===== config.mk =====
export PLATFORM = sky130hd
export DESIGN_NAME = cdb_slot_scheduler_flat
export DESIGN_NICKNAME = d
export VERILOG_FILES = /design/src/rtl/cdb_slot_scheduler_if.sv /design/src/rtl/cdb_slot_scheduler.sv /design/src/flat_wrapper.sv
export SDC_FILE = /design/constraint.sdc
export NUM_CORES = 1
export LEC_CHECK = 0
export ABC_AREA = 1
export CAP_MARGIN = 15
export CORE_MARGIN = 8
export CORE_UTILIZATION = 40
export DETAILED_ROUTE_END_ITERATION = 16
export GPL_ROUTABILITY_DRIVEN = 0
export GPL_TIMING_DRIVEN = 0
export PLACE_DENSITY = 0.65
export SLEW_MARGIN = 20
export SYNTH_ARGS = -nofsm -noshare
export SYNTH_HDL_FRONTEND = slang
export SYNTH_SLANG_ARGS = --single-unit
export TNS_END_PERCENT = 30

===== constraint.sdc =====
create_clock -name clk -period 2.41 [get_ports clk]
set_input_delay 0.6025 -clock clk [delete_from_list [all_inputs] [get_ports clk]]
set_output_delay 0.6025 -clock clk [all_outputs]
set_load 0.005 [all_outputs]

===== src/rtl/cdb_slot_scheduler_if.sv =====
// Handshake bundle between the backend functional units and the CDB slot scheduler.
// The scheduler sits on the slave side; the unit queues and the Retire Bus sit on the master side.
interface cdb_slot_scheduler_if #(
  parameter int TAG_W = 5
);
  logic             ready_int0;
  logic             ready_int1;
  logic             ready_ls;
  logic             ready_mult;
  logic [TAG_W-1:0] mult_tag_in;
  logic             rb_flush_valid;
  logic             issue_int0;
  logic             issue_int1;
  logic             issue_ls;
  logic             issue_mult;
  logic [1:0]       cdb_sel;
  logic             cdb_sel_valid;
  logic [TAG_W-1:0] mult_tag_out;
  logic [3:0]       mult_inflight;

  modport master (
    output ready_int0, ready_int1, ready_ls, ready_mult, mult_tag_in, rb_flush_valid,
    input  issue_int0, issue_int1, issue_ls, issue_mult,
    input  cdb_sel, cdb_sel_valid, mult_tag_out, mult_inflight
  );

  modport slave (
    input  ready_int0, ready_int1, ready_ls, ready_mult, mult_tag_in, rb_flush_valid,
    output issue_int0, issue_int1, issue_ls, issue_mult,
    output cdb_sel, cdb_sel_valid, mult_tag_out, mult_inflight
  );
endinterface


===== src/rtl/cdb_slot_scheduler.sv =====
// Shares the single CDB between Int0, Int1, LS and the pipelined multiplier.
// Multiplies reserve their future CDB slot through a tag delay line; the other units share round-robin.
module cdb_slot_scheduler #(
  parameter int MULT_LAT = 4,
  parameter int TAG_W    = 5
) (
  input logic                 clk,
  input logic                 rst_n,
  cdb_slot_scheduler_if.slave bus
);

  localparam int STAGES = MULT_LAT - 1;

  localparam logic [1:0] UNIT_INT0 = 2'd0;
  localparam logic [1:0] UNIT_INT1 = 2'd1;
  localparam logic [1:0] UNIT_LS   = 2'd2;
  localparam logic [1:0] UNIT_MULT = 2'd3;

  logic [STAGES-1:0] stage_valid;
  logic [TAG_W-1:0]  stage_tag [STAGES];
  logic              mult_due;
  logic [1:0]        rr_ptr;
  logic              grant_valid;
  logic [1:0]        grant_idx;
  logic [1:0]        rr_next;
  logic              flush;

  assign flush    = bus.rb_flush_valid;
  assign mult_due = stage_valid[STAGES-1];

  // First ready single-cycle unit at or after rr_ptr, unless a multiply owns next cycle's slot.
  always_comb begin
    grant_valid = 1'b0;
    grant_idx   = UNIT_INT0;
    if (rst_n && !mult_due && !flush) begin
      case (rr_ptr)
        UNIT_INT1: begin
          if (bus.ready_int1)      begin grant_valid = 1'b1; grant_idx = UNIT_INT1; end
          else if (bus.ready_ls)   begin grant_valid = 1'b1; grant_idx = UNIT_LS;   end
          else if (bus.ready_int0) begin grant_valid = 1'b1; grant_idx = UNIT_INT0; end
        end
        UNIT_LS: begin
          if (bus.ready_ls)        begin grant_valid = 1'b1; grant_idx = UNIT_LS;   end
          else if (bus.ready_int0) begin grant_valid = 1'b1; grant_idx = UNIT_INT0; end
          else if (bus.ready_int1) begin grant_valid = 1'b1; grant_idx = UNIT_INT1; end
        end
        default: begin
          if (bus.ready_int0)      begin grant_valid = 1'b1; grant_idx = UNIT_INT0; end
          else if (bus.ready_int1) begin grant_valid = 1'b1; grant_idx = UNIT_INT1; end
          else if (bus.ready_ls)   begin grant_valid = 1'b1; grant_idx = UNIT_LS;   end
        end
      endcase
    end
  end

  always_comb begin
    case (grant_idx)
      UNIT_INT0: rr_next = UNIT_INT1;
      UNIT_INT1: rr_next = UNIT_LS;
      default:   rr_next = UNIT_INT0;
    endcase
  end

  assign bus.issue_int0 = grant_valid && (grant_idx == UNIT_INT0);
  assign bus.issue_int1 = grant_valid && (grant_idx == UNIT_INT1);
  assign bus.issue_ls   = grant_valid && (grant_idx == UNIT_LS);
  assign bus.issue_mult = rst_n && bus.ready_mult && !flush;

  // Tags shift every cycle; only the valids are cleared by a flush.
  always_ff @(posedge clk or negedge rst_n) begin
    if (!rst_n) begin
      stage_valid <= '0;
      for (int i = 0; i < STAGES; i++) stage_tag[i] <= '0;
    end else begin
      stage_valid[0] <= bus.issue_mult;
      stage_tag[0]   <= bus.mult_tag_in;
      for (int i = 1; i < STAGES; i++) begin
        stage_valid[i] <= stage_valid[i-1];
        stage_tag[i]   <= stage_tag[i-1];
      end
      if (flush) stage_valid <= '0;
    end
  end

  always_ff @(posedge clk or negedge rst_n) begin
    if (!rst_n) begin
      rr_ptr            <= UNIT_INT0;
      bus.cdb_sel       <= UNIT_INT0;
      bus.cdb_sel_valid <= 1'b0;
      bus.mult_tag_out  <= '0;
    end else begin
      if (grant_valid) rr_ptr <= rr_next;
      if (flush) begin
        bus.cdb_sel_valid <= 1'b0;
      end else if (mult_due) begin
        bus.cdb_sel       <= UNIT_MULT;
        bus.mult_tag_out  <= stage_tag[STAGES-1];
        bus.cdb_sel_valid <= 1'b1;
      end else if (grant_valid) begin
        bus.cdb_sel       <= grant_idx;
        bus.cdb_sel_valid <= 1'b1;
      end else begin
        bus.cdb_sel_valid <= 1'b0;
      end
    end
  end

  // Count drops when a multiply lands on the CDB; simultaneous issue and landing cancel out.
  always_ff @(posedge clk or negedge rst_n) begin
    if (!rst_n) begin
      bus.mult_inflight <= '0;
    end else if (flush) begin
      bus.mult_inflight <= '0;
    end else begin
      case ({bus.issue_mult, mult_due})
        2'b10:   bus.mult_inflight <= bus.mult_inflight + 4'd1;
        2'b01:   bus.mult_inflight <= bus.mult_inflight - 4'd1;
        default: bus.mult_inflight <= bus.mult_inflight;
      endcase
    end
  end

endmodule


===== src/flat_wrapper.sv =====
// flat-port wrapper written by rule: the top's interface ports become plain ports
module cdb_slot_scheduler_flat 
#(
  parameter int MULT_LAT = 4,
  parameter int TAG_W    = 5
)
  (clk, rst_n, bus_ready_int0, bus_ready_int1, bus_ready_ls, bus_ready_mult, bus_mult_tag_in, bus_rb_flush_valid, bus_issue_int0, bus_issue_int1, bus_issue_ls, bus_issue_mult, bus_cdb_sel, bus_cdb_sel_valid, bus_mult_tag_out, bus_mult_inflight);
  cdb_slot_scheduler_if #(.TAG_W(TAG_W)) bus_i ();
  input logic clk;
  input logic rst_n;
  input wire logic [$bits(bus_i.ready_int0)-1:0] bus_ready_int0;
  input wire logic [$bits(bus_i.ready_int1)-1:0] bus_ready_int1;
  input wire logic [$bits(bus_i.ready_ls)-1:0] bus_ready_ls;
  input wire logic [$bits(bus_i.ready_mult)-1:0] bus_ready_mult;
  input wire logic [$bits(bus_i.mult_tag_in)-1:0] bus_mult_tag_in;
  input wire logic [$bits(bus_i.rb_flush_valid)-1:0] bus_rb_flush_valid;
  output wire logic [$bits(bus_i.issue_int0)-1:0] bus_issue_int0;
  output wire logic [$bits(bus_i.issue_int1)-1:0] bus_issue_int1;
  output wire logic [$bits(bus_i.issue_ls)-1:0] bus_issue_ls;
  output wire logic [$bits(bus_i.issue_mult)-1:0] bus_issue_mult;
  output wire logic [$bits(bus_i.cdb_sel)-1:0] bus_cdb_sel;
  output wire logic [$bits(bus_i.cdb_sel_valid)-1:0] bus_cdb_sel_valid;
  output wire logic [$bits(bus_i.mult_tag_out)-1:0] bus_mult_tag_out;
  output wire logic [$bits(bus_i.mult_inflight)-1:0] bus_mult_inflight;
  assign bus_i.ready_int0 = bus_ready_int0;
  assign bus_i.ready_int1 = bus_ready_int1;
  assign bus_i.ready_ls = bus_ready_ls;
  assign bus_i.ready_mult = bus_ready_mult;
  assign bus_i.mult_tag_in = bus_mult_tag_in;
  assign bus_i.rb_flush_valid = bus_rb_flush_valid;
  assign bus_issue_int0 = bus_i.issue_int0;
  assign bus_issue_int1 = bus_i.issue_int1;
  assign bus_issue_ls = bus_i.issue_ls;
  assign bus_issue_mult = bus_i.issue_mult;
  assign bus_cdb_sel = bus_i.cdb_sel;
  assign bus_cdb_sel_valid = bus_i.cdb_sel_valid;
  assign bus_mult_tag_out = bus_i.mult_tag_out;
  assign bus_mult_inflight = bus_i.mult_inflight;
  cdb_slot_scheduler #(.MULT_LAT(MULT_LAT), .TAG_W(TAG_W)) u_core (.clk(clk), .rst_n(rst_n), .bus(bus_i));
endmodule

==> run summary <==
The clock tree buffer depth came out at 2. The count of nets left with antenna violations after detail routing came out at 0. For this design the ratio of total power to cell area is 827 nW/um2.

The type of the worst min-delay path is primary input to async pin. The placed standard-cell area is 1610 um2. The die boundary height came out at 72.7 um. The clock power share is 20.5%.

After the first detailed-routing iteration, the DRC count stood at 44. Wires add up to 2440 um. The number of buffer cells added on primary ports came out at 27. The number of cells after detailed placement is 197.

The number of non-filler instances in the completed layout came out at 213. The via count of the routed design is 954. The half-perimeter wire length after placement is 1720 um. Global routing finished with a remaining overflow of 0.

The clock sink count came out at 32. The clock root buffer master is sky130_fd_sc_hd__clkbuf_4. The slowest cell on the critical path is sky130_fd_sc_hd__dfrtp_1. The number of storage elements in the synthesis netlist came out at 32.

The number of design rule violations left after detail routing came out at 0. The via count of the first global-routing pass came out at 901. Compared with the post-synthesis result, the final layout area differs by 35.8%. The finished cells cover 1750 um2. The adder-cell share of the synthesized area is 3.89%. Hold timing on the final database bottoms out at a slack of 0.166 ns. The CTS buffer count came out at 5. The net switching power came out at 439 uW. The final number of hold-violating endpoints is 0. Across the routed clock network, the largest skew measured is 0.00518 ns. The final core utilization is 57.2%. The number of synthesis warnings came out at 0.

Using the TritonRoute via totals, the vias-per-cell ratio works out to 4.48. The pin count of the biggest net entering global routing is 35. Of the total synthesized cell area, the portion taken by AND, OR, NAND and NOR gates is 16.2%. The worst endpoint required time came out at 1.81 ns. The headroom to the max-slew limit is 80.1%. By area, the combinational part of the netlist is dominated by simple AND/OR/NAND/NOR gates. In the layout the commonest cells are 32 x sky130_fd_sc_hd__dfrtp_1, 24 x sky130_fd_sc_hd__nand2_1, 20 x sky130_fd_sc_hd__inv_1.

The pre-antenna-repair detailed-routing pass consisted of 4 iterations. Among the stages of the critical path, the cell type that occurs most often is sky130_fd_sc_hd__inv_2. The number of diodes added for antenna fixing is 0. The global-route wire length before repair is 4000 um. The x dimension of the die is 72.7 um. Synthesis instantiated 17 different standard cells from the library. The setup-violating endpoint count in the final report is 0. The switching power as a share of total power is 30.4%. For this design the top-level I/O count stands at 28. Data on the critical path arrives at its endpoint at 1.80 ns. STA classifies the critical path endpoint as an output pin. The number of antenna violations at the first check in global routing is 0. The later-pin clock latency in the skew report came out at 0.30 ns. The transition at the pin with the smallest max-transition slack came out at 0.299 ns.

The analysis attributes to cell leakage a power of 0.000942 uW. The cell internal power dissipation is 1010 uW. The number of pins with negative max-slew slack in the final report is 0. The total nets after synthesis came out at 142. The worst setup path is of the flop to output pin kind.

Setup repair after global routing could not meet its margin everywhere. The post-synthesis sequential area ratio came out at 62.3%. The net count reported at finish is 184. The area of the core is 3050 um2. TritonCTS built the clock tree. The floorplan has 20 rows.

For this run, the top clock speed supported by timing is 0.417 GHz. Leaving out fill and tap cells, the most frequent cell in the layout is sky130_fd_sc_hd__dfrtp_1. Walking the worst path, the cells encountered are inv_1 -> ha_1 -> inv_2 -> nand2_2 -> nand2_1 -> o21ai_0 -> nand3_1 -> inv_2 -> buf_4 -> nor2_1 -> buf_2. Registers are responsible for 45.4% of the overall power. The xor-xnor portion of the synthesized cell area is 0.681%. The final critical path time including I/O delays and setup is 2.40 ns. The ratio of cells with drive above 1 in the final layout came out at 24.9%. The path depth of the worst reg2reg path is 11.

The maximum net fanout on the critical path came out at 4. The complex-gate fraction of the synthesized area came out at 4.57%. The effective utilization at floorplan came out at 42.1%.

Combinational logic burns 34.1% of the power. The global-route usage over all layers came out at 9.68%. The flow ran to the end, and the final reports show no timing, DRC or antenna violations. The portion of netlist area occupied by mux cells is 4.38%. The final critical-path share of the clock period is 99.5%.

The clock-pin slew on the worst setup and hold paths is 0.09 ns. The largest vdd supply drop is 0.445 mV. The H-tree generated during clock tree synthesis spans 2 levels.

The per-instance average area after synthesis is 10.2 um2. After detailed routing, the average wire length per cell comes to 11.4 um. The critical path startpoint category is a flop. In the synthesized netlist, the number of instances is 126.

The die covers 5290 um2. The netlist area before placement is 1290 um2. The total of max-cap violations came out at 0. The delay contributed by the slowest stage of the critical path is 0.36 ns.
## state kept, by name, indices dropped and copies added, names as in the netlist
signal                    count
u_core.bus.mult_inflight      4
u_core.bus.mult_tag_out       5
u_core.stage_valid            3
u_core.stage_tag             15
u_core.bus.cdb_sel_valid      1
u_core.rr_ptr                 2
u_core.bus.cdb_sel            2
## per-stage QoR
step                setup TNS (ns)  power (uW)  worst slack (ns)
floorplan                        0         887             0.524
global placement            -12.17        1060             -1.55
detailed placement           -2.30        1080            -0.642
CTS                        -0.0909        1430           -0.0496
global route                -0.282        1540            -0.130
finish                           0        1450            0.0109
## critical path: cells and delay by family (launching register included)
| family | cells | cell delay (ns) |
|---|---|---|
| DFF | 1 | 0.36 |
| AOI/OAI and AO/OA | 1 | 0.15 |
| adders and majority gates | 1 | 0.28 |
| and+or+nand+nor | 4 | 0.28 |
| buffers and inverters | 5 | 0.43 |
## logic make-up after synthesis
| kind of cell | Yosys count |
|---|---|
| mux | 5 |
| xor+xnor | 1 |
| buf+inv | 27 |
| fa+ha+maj | 4 |
| simple gates | 47 |
| compound gates | 10 |
| flops | 32 |
## final cells by class
type / instances / area [um2]
multi-input cells: 67 / 409
repair buffers: 35 / 320
inverters: 27 / 103
clock buffers: 8 / 58.8
fillers: 275 / 1310
well taps: 44 / 55.1
flip-flops and latches: 32 / 801
## cells in the mapped netlist
library cell	number	area share, %
sky130_fd_sc_hd__o21ai_0	6	2.3
sky130_fd_sc_hd__nand3_2	2	1.6
sky130_fd_sc_hd__nand3_1	6	2.3
sky130_fd_sc_hd__nor2_1	8	2.3
sky130_fd_sc_hd__o22ai_1	1	0.49
sky130_fd_sc_hd__clkinv_2	1	0.39
sky130_fd_sc_hd__inv_2	3	0.88
sky130_fd_sc_hd__xnor2_1	1	0.68
sky130_fd_sc_hd__inv_1	23	6.7
sky130_fd_sc_hd__o21ai_2	2	1.4
sky130_fd_sc_hd__mux2_2	5	4.4
sky130_fd_sc_hd__nand4_1	1	0.49
sky130_fd_sc_hd__o21ai_1	1	0.39
sky130_fd_sc_hd__dfrtp_1	32	62
sky130_fd_sc_hd__nand2_2	4	1.9
sky130_fd_sc_hd__nand2_1	26	7.6
sky130_fd_sc_hd__ha_1	4	3.9
## power by group through the flow
| stage | combinational, uW | clock, uW | sequential [uW] |
|---|---|---|---|
| 2_1_floorplan | 220 | 0 | 667 |
| 3_3_place_gp | 398 | 0 | 666 |
| 5_1_grt | 545 | 332 | 666 |
| 6_report | 493 | 296 | 656 |
| 4_1_cts | 465 | 310 | 657 |
| 3_5_place_dp | 410 | 0 | 670 |
## final timing paths
path                                           startpoint                                end  slack (ns)
setup reg to reg             u_core.rr_ptr[0]$_DFFE_PN0P_  u_core.bus.cdb_sel[0]$_DFFE_PN0P_        0.81
hold reg to reg            u_core.stage_tag[14]$_DFF_PN0_      u_core.stage_tag[9]$_DFF_PN0_        0.35
min in group clk           u_core.stage_tag[14]$_DFF_PN0_      u_core.stage_tag[9]$_DFF_PN0_        0.35
max in group asynchronous                           rst_n      u_core.stage_tag[1]$_DFF_PN0_        2.01
hold / removal                                      rst_n  u_core.bus.cdb_sel[0]$_DFFE_PN0P_        0.17
setup / recovery             u_core.rr_ptr[0]$_DFFE_PN0P_                     bus_issue_int0        0.01
## routing by layer
| metal | routed length [um] | track usage [%] | up-vias |
|---|---|---|---|
| met3 | 187 | 4.95 | 2 |
| met2 | 1170 | 15.4 | 22 |
| met1 | 1050 | 10.6 | 459 |
| met4 | 25 | 4.00 | 0 |
| met5 | 0 | 0 | - |
| li1 | - | - | 471 |
## timing repair
action / CTS / global route
pin swaps: 6 / 4
hold buffers: 0 / 0
resized for setup: 23 / 9
endpoints found under the setup margin: 4 / 4
buffers inserted: 8 / 0
gates cloned: 0 / 0
Note: power is estimated with default switching activity, not from simulation.
